<file path="config.mk">
export PLATFORM = sky130hd
export DESIGN_NAME = saes_enc_ctrl
export DESIGN_NICKNAME = d
export VERILOG_FILES = /design/src/rtl/saes_pkg.sv /design/src/rtl/sbox.sv /design/src/rtl/saes_enc_ctrl.sv
export SDC_FILE = /design/constraint.sdc
export NUM_CORES = 1
export LEC_CHECK = 0
export CAP_MARGIN = 10
export CORE_MARGIN = 10
export CORE_UTILIZATION = 45
export DETAILED_ROUTE_END_ITERATION = 16
export PLACE_DENSITY = 0.75
export SYNTH_ARGS = -nofsm -noshare
export SYNTH_HDL_FRONTEND = slang
export SYNTH_SLANG_ARGS = --single-unit
</file>
<file path="constraint.sdc">
create_clock -name clk -period 2.8 [get_ports clk]
set_input_delay 0.56 -clock clk [delete_from_list [all_inputs] [get_ports clk]]
set_output_delay 0.56 -clock clk [all_outputs]
set_load 0.1 [all_outputs]
</file>
<file path="src/rtl/saes_pkg.sv">
// ---------------------------------------------------------------------------
// saes_pkg
// Shared Simplified-AES definitions used by the encryption controller:
//   RCON1, RCON2 : round constants folded into the first word of K1 and K2
//   state_t      : controller FSM states (IDLE, RND1, RND2, DONE)
//   gf_mul4      : multiply a GF(2^4) element by 4 (x^2), modulus x^4+x+1
// ---------------------------------------------------------------------------
package saes_pkg;

  localparam logic [7:0] RCON1 = 8'h80;
  localparam logic [7:0] RCON2 = 8'h30;

  typedef enum logic [1:0] {
    IDLE = 2'd0,
    RND1 = 2'd1,
    RND2 = 2'd2,
    DONE = 2'd3
  } state_t;

  // Multiplying by x^2 shifts the nibble left by two. The bits pushed out
  // at x^4 and x^5 are folded back using x^4 = x+1 and x^5 = x^2+x.
  function automatic logic [3:0] gf_mul4(input logic [3:0] a);
    logic [3:0] r;
    r = {a[1:0], 2'b00}
        ^ (a[3] ? 4'h6 : 4'h0)
        ^ (a[2] ? 4'h3 : 4'h0);
    return r;
  endfunction

endpackage

</file>
<file path="src/rtl/sbox.sv">
// ---------------------------------------------------------------------------
// sbox
// Standard S-AES 4-bit substitution box, purely combinational.
//   nib : 4-bit input nibble
//   sub : substituted nibble
// ---------------------------------------------------------------------------
module sbox (
  input  logic [3:0] nib,
  output logic [3:0] sub
);

  // Table lookup; the default assignment keeps the block latch-free even
  // though every input code is listed.
  always_comb begin
    sub = 4'h0;
    case (nib)
      4'h0: sub = 4'h9;
      4'h1: sub = 4'h4;
      4'h2: sub = 4'hA;
      4'h3: sub = 4'hB;
      4'h4: sub = 4'hD;
      4'h5: sub = 4'h1;
      4'h6: sub = 4'h8;
      4'h7: sub = 4'h5;
      4'h8: sub = 4'h6;
      4'h9: sub = 4'h2;
      4'hA: sub = 4'h0;
      4'hB: sub = 4'h3;
      4'hC: sub = 4'hC;
      4'hD: sub = 4'hE;
      4'hE: sub = 4'hF;
      4'hF: sub = 4'h7;
      default: sub = 4'h0;
    endcase
  end

endmodule

</file>
<file path="src/rtl/saes_enc_ctrl.sv">
// ---------------------------------------------------------------------------
// saes_enc_ctrl
// Iterative Simplified-AES encryptor: one round per cycle, round keys
// derived on the fly from the previous round key.
//   clk, rst    : clock and synchronous active-high reset
//   in_valid    : plaintext/key pair offered
//   in_ready    : pair accepted this cycle (only in IDLE)
//   plaintext   : 16-bit block, n0=[15:12] .. n3=[3:0]
//   key         : 16-bit key, w0=[15:8], w1=[7:0]
//   out_valid   : ciphertext valid (DONE), held until out_ready
//   out_ready   : consumer accepts ciphertext
//   ciphertext  : encrypted block, forced to 0 while out_valid is low
//   busy        : high whenever the FSM is not in IDLE
// ---------------------------------------------------------------------------
module saes_enc_ctrl
  import saes_pkg::*;
(
  input  logic        clk,
  input  logic        rst,
  input  logic        in_valid,
  output logic        in_ready,
  input  logic [15:0] plaintext,
  input  logic [15:0] key,
  output logic        out_valid,
  input  logic        out_ready,
  output logic [15:0] ciphertext,
  output logic        busy
);

  state_t      state;
  state_t      state_next;
  logic [15:0] st;
  logic [15:0] rk;
  logic        accept;

  logic [15:0] sub_st;
  logic [15:0] shift_st;
  logic [15:0] mix_st;
  logic [3:0]  sub_k_hi;
  logic [3:0]  sub_k_lo;
  logic [7:0]  rcon;
  logic [7:0]  w_even;
  logic [7:0]  w_odd;
  logic [15:0] round_key;

  // NibSub on the four state nibbles.
  sbox u_sbox_n0 (.nib(st[15:12]), .sub(sub_st[15:12]));
  sbox u_sbox_n1 (.nib(st[11:8]),  .sub(sub_st[11:8]));
  sbox u_sbox_n2 (.nib(st[7:4]),   .sub(sub_st[7:4]));
  sbox u_sbox_n3 (.nib(st[3:0]),   .sub(sub_st[3:0]));

  // SubNib(RotNib(.)) on the low key word. In RND1 rk[7:0] is w1, in RND2
  // it is w3 (rk then holds K1), so one pair of boxes serves both rounds.
  sbox u_sbox_k0 (.nib(rk[3:0]), .sub(sub_k_hi));
  sbox u_sbox_k1 (.nib(rk[7:4]), .sub(sub_k_lo));

  // Round-key and round-function datapath. ShiftRow swaps n1 and n3;
  // MixCol treats (n0,n1) and (n2,n3) as columns times [[1,4],[4,1]].
  always_comb begin
    rcon      = (state == RND2) ? RCON2 : RCON1;
    w_even    = rk[15:8] ^ rcon ^ {sub_k_hi, sub_k_lo};
    w_odd     = w_even ^ rk[7:0];
    round_key = {w_even, w_odd};

    shift_st  = {sub_st[15:12], sub_st[3:0], sub_st[7:4], sub_st[11:8]};
    mix_st    = {shift_st[15:12] ^ gf_mul4(shift_st[11:8]),
                 gf_mul4(shift_st[15:12]) ^ shift_st[11:8],
                 shift_st[7:4] ^ gf_mul4(shift_st[3:0]),
                 gf_mul4(shift_st[7:4]) ^ shift_st[3:0]};
  end

  // FSM state register; reset wins over any accept in the same cycle.
  always_ff @(posedge clk) begin
    if (rst) begin
      state <= IDLE;
    end else begin
      state <= state_next;
    end
  end

  // Next-state and handshake outputs. DONE leaves on out_ready but never
  // raises in_ready, so a new pair can only be taken one cycle later.
  always_comb begin
    state_next = state;
    in_ready   = 1'b0;
    out_valid  = 1'b0;
    busy       = 1'b1;
    case (state)
      IDLE: begin
        in_ready = 1'b1;
        busy     = 1'b0;
        if (in_valid) begin
          state_next = RND1;
        end
      end
      RND1: state_next = RND2;
      RND2: state_next = DONE;
      DONE: begin
        out_valid = 1'b1;
        if (out_ready) begin
          state_next = IDLE;
        end
      end
      default: state_next = IDLE;
    endcase
  end

  assign accept     = in_valid & in_ready;
  assign ciphertext = out_valid ? st : 16'h0000;

  // Cipher state and round-key registers. Inputs are only sampled on an
  // accept, so plaintext/key may change freely while a block is in flight.
  // rk keeps K1 through RND2 because K2 is derived from it combinationally.
  always_ff @(posedge clk) begin
    if (rst) begin
      st <= 16'h0000;
      rk <= 16'h0000;
    end else begin
      case (state)
        IDLE: begin
          if (accept) begin
            st <= plaintext ^ key;
            rk <= key;
          end
        end
        RND1: begin
          st <= mix_st ^ round_key;
          rk <= round_key;
        end
        RND2: begin
          st <= shift_st ^ round_key;
        end
        default: begin
        end
      endcase
    end
  end

endmodule
</file>
==> qor.txt <==
Total Routed Length: 12800 µm
DRC: 0
max-slew violation count: 0
largest cells by area after synthesis: dfxtp_1 27%, ha_1 12%, xnor2_1 9.7%, nor2_1 5.8%, a21oi_1 3.2%
fin worst setup slack: 114 ps
Worst Reg2Reg Path Length in Cells: 12
vias in the first global route: 4113
Top FF cell, synth: dfxtp_1
worst min path class: reg -> reg
Max-Cap Viols: 0
initial antenna violation count: 0
I/O Buffers: 54
Max-slew headroom: 55.4%
clock slew seen by the registers of the worst setup and hold paths: 70 ps
Post-synth EDFFs: 0
max frequency: 372 MHz
kind of critical path: reg -> reg
worst setup path startpoint: state[0]
Synth cell types: 58
initial DRC count: 325
total core area: 9280 µm²
CTS Sinks: 58
cell row count: 35
largest net degree at the start of global routing: 25
Clk pwr share: 8.3%
CTS tree: done
period utilization: 95.9%
CP bufs+invs: 3
Wirelength per Cell: 16.8 µm
#FFs+latches synth: 58
Die Span X: 118 µm
Tmin final: 2690 ps
Cell Chain, Critical Path: inv_2 > ha_2 > buf_4 > nand2b_1 > xnor2_2 > xnor2_2 > a221oi_4 > nor2_2 > inv_2 > ha_2 > or4_1 > o211ai_1
syn_nets: 595
share of cells above drive strength 1: 23.5%
Power Internal: 4.79 mW
die area: 13900 µm²
async set or reset register ratio after synthesis: 0%
Num CTS Buffers: 9
Crit path largest cell delay: 530 ps
CP delay by family, top: simple AND/OR/NAND/NOR gates
CP endpoint: u_sbox_n0.sub[0]
Startpoint Class: flop
most frequent cells in the layout: 75 x buf_4, 64 x nor2_1, 56 x dfxtp_1
Routed Antenna Nets: 0
Worst setup EP type: flop
leak pwr: 2.47 nW
CTS Buffer Depth: 2
status: completed
yosys warns: 0
share of the synthesized area in the top cell type: 26.9%
Worst Path Arrival: 2940 ps
Worst Skew: 9.84 ps
Clk Latency, worst-skew pair: 350 ps
Antenna Cells: 0
# IOs: 55
area leader, netlist: dfxtp_1
Slowest-stage cell, CP: or4_1
Post-layout nets: 707
All-Layer GR Usage: 18.1%
Flop pwr share: 17.8%
Final Wtd Congestion: 0.940
GRT Residual Overflow: 0
area delta synth->final: 37.8%
Post-Syn Instances: 518
H-tree depth: 3
Worst EP required: 3060 ps
post-DP HPWL: 10200 µm
first-pass GRT wire length: 20700 µm
sequential share of the synthesized area: 26.9%
worst r2r src: state[0]
largest fanout on the critical path: 19
RSZ-0062 raised after global routing: false
synthesized cell area: 4320 µm²
Die H: 118 µm
worst slack at placement: -221 ps
Pwr per Cell Area: 1500 nW/µm²
Peak VDD IR: 755 µV
DR pass1 iterations: 5
reg2reg end: u_sbox_n0.sub[0]
most common cell after layout, fill and taps aside: buf_4
critical path depth: 12
Setup-failing EPs final: 0
vias per cell: 5.45
combinational power share: 74.0%
Final Hold Vio Count: 0
Least-Margin Pin Slew: 668 ps
total chip power: 8.94 mW
switch share: 46.4%
Worst R2R Setup Slack: 110 ps
syn_area_per_cell: 8.33 µm²
root buf cell: clkbuf_8
Post-CTS Hold Fix Bufs: 0
Initial Utilization: 46.5%
total number of vias: 4163
Switching Power: 4.14 mW
[worst min-delay path by stage]
stage	endpoint	startpoint	slack (ps)	depth (start not counted)
finish	state[1]	state[1]	530	2
global route	state[1]	state[1]	580	2
CTS	state[1]	state[1]	530	2
detailed placement	state[1]	state[1]	520	2
global placement	state[1]	state[1]	500	2
floorplan	st[8]	st[8]	470	2
[layout make-up]
cell class / instances / area [µm²]
fill: 760 / 3330
multi-input combinational: 411 / 3090
timing repair buffer: 128 / 1270
sequential: 58 / 1160
tap: 129 / 161
clock buffer: 13 / 139
inverter: 22 / 88.8
clock inverter: 3 / 40.0
[power groups by stage]
stage / registers, mW / logic, mW / clock network (mW)
after floorplan: 1.45 / 4.41 / 0
after global placement: 1.56 / 6.17 / 0
after detailed placement: 1.58 / 6.35 / 0
after CTS: 1.56 / 6.42 / 0.751
after global routing: 1.61 / 7.21 / 0.782
final: 1.59 / 6.61 / 0.739
[Yosys cell counts, types with 3 or more instances]
cell / n
buf_6: 3
nand2_1: 26
a31oi_1: 3
nor2b_1: 11
a22oi_1: 9
o31ai_1: 6
o21a_1: 4
o21ai_1: 6
nor3_1: 15
a211oi_1: 3
inv_1: 22
xnor2_1: 48
or3_1: 3
nand3_1: 4
o22ai_1: 5
o2bb2ai_1: 9
a21oi_1: 28
a211o_1: 3
ha_1: 41
and2_1: 22
xor2_1: 16
a221oi_1: 3
mux2i_1: 12
dfxtp_1: 58
xnor3_1: 3
nor2_1: 67
o22a_1: 6
clkbuf_1: 20
nor4_1: 3
o211ai_1: 3
o21ai_0: 21
[stage by stage]
step	cells	utilization, %	TNS (ps)	cell area (µm²)	hold slack [ps]
floorplan	518	-	-5690	4440	465
global route	764	64.1	0	5950	577
detailed placement	745	61.4	-1750	5700	519
finish	764	64.1	0	5950	527
global placement	745	61.4	-430	5700	496
CTS	761	63.4	0	5890	529
[cells by family after synthesis]
kind of cell | synth area share, %
muxes | 3.91
xor gates and xnor gates | 14.9
DFF | 26.9
AOI/OAI and AO/OA | 19.3
buffers and inverters | 4.84
and+or+nand+nor | 18.2
adders and majority gates | 11.9
[flip-flops by register name, indices dropped and copies added (netlist names)]
signal         flops
u_sbox_k0.sub      4
st                16
u_sbox_n3.sub      4
u_sbox_n0.sub      4
u_sbox_n2.sub      4
state              2
u_sbox_n1.sub      4
u_sbox_k1.sub      4
rk                16
[worst reg2reg max path, cell delays in order (launching register included)]
cell and delay [ps]:
dfxtp_2 360, inv_2 60, ha_2 230, buf_4 220
nand2b_1 200, xnor2_2 220, xnor2_2 160, a221oi_4 100
nor2_2 160, inv_2 70, ha_2 190, or4_1 530
o211ai_1 110
[metal layers]
layer | GRT usage [%] | part of all wire (%) | vias to the layer above
met5 | 0 | 0 | -
met4 | 8.66 | 3.7 | 0
met3 | 4.32 | 6.3 | 39
met2 | 29.9 | 48 | 162
met1 | 21.6 | 42 | 1945
li1 | - | - | 2017
[timing repair]
action	CTS	global route
setup endpoints to repair	2	14
setup buffers	0	3
gates resized for setup	1	7
pin swaps	0	3
Power figures use the tool's default switching activity.
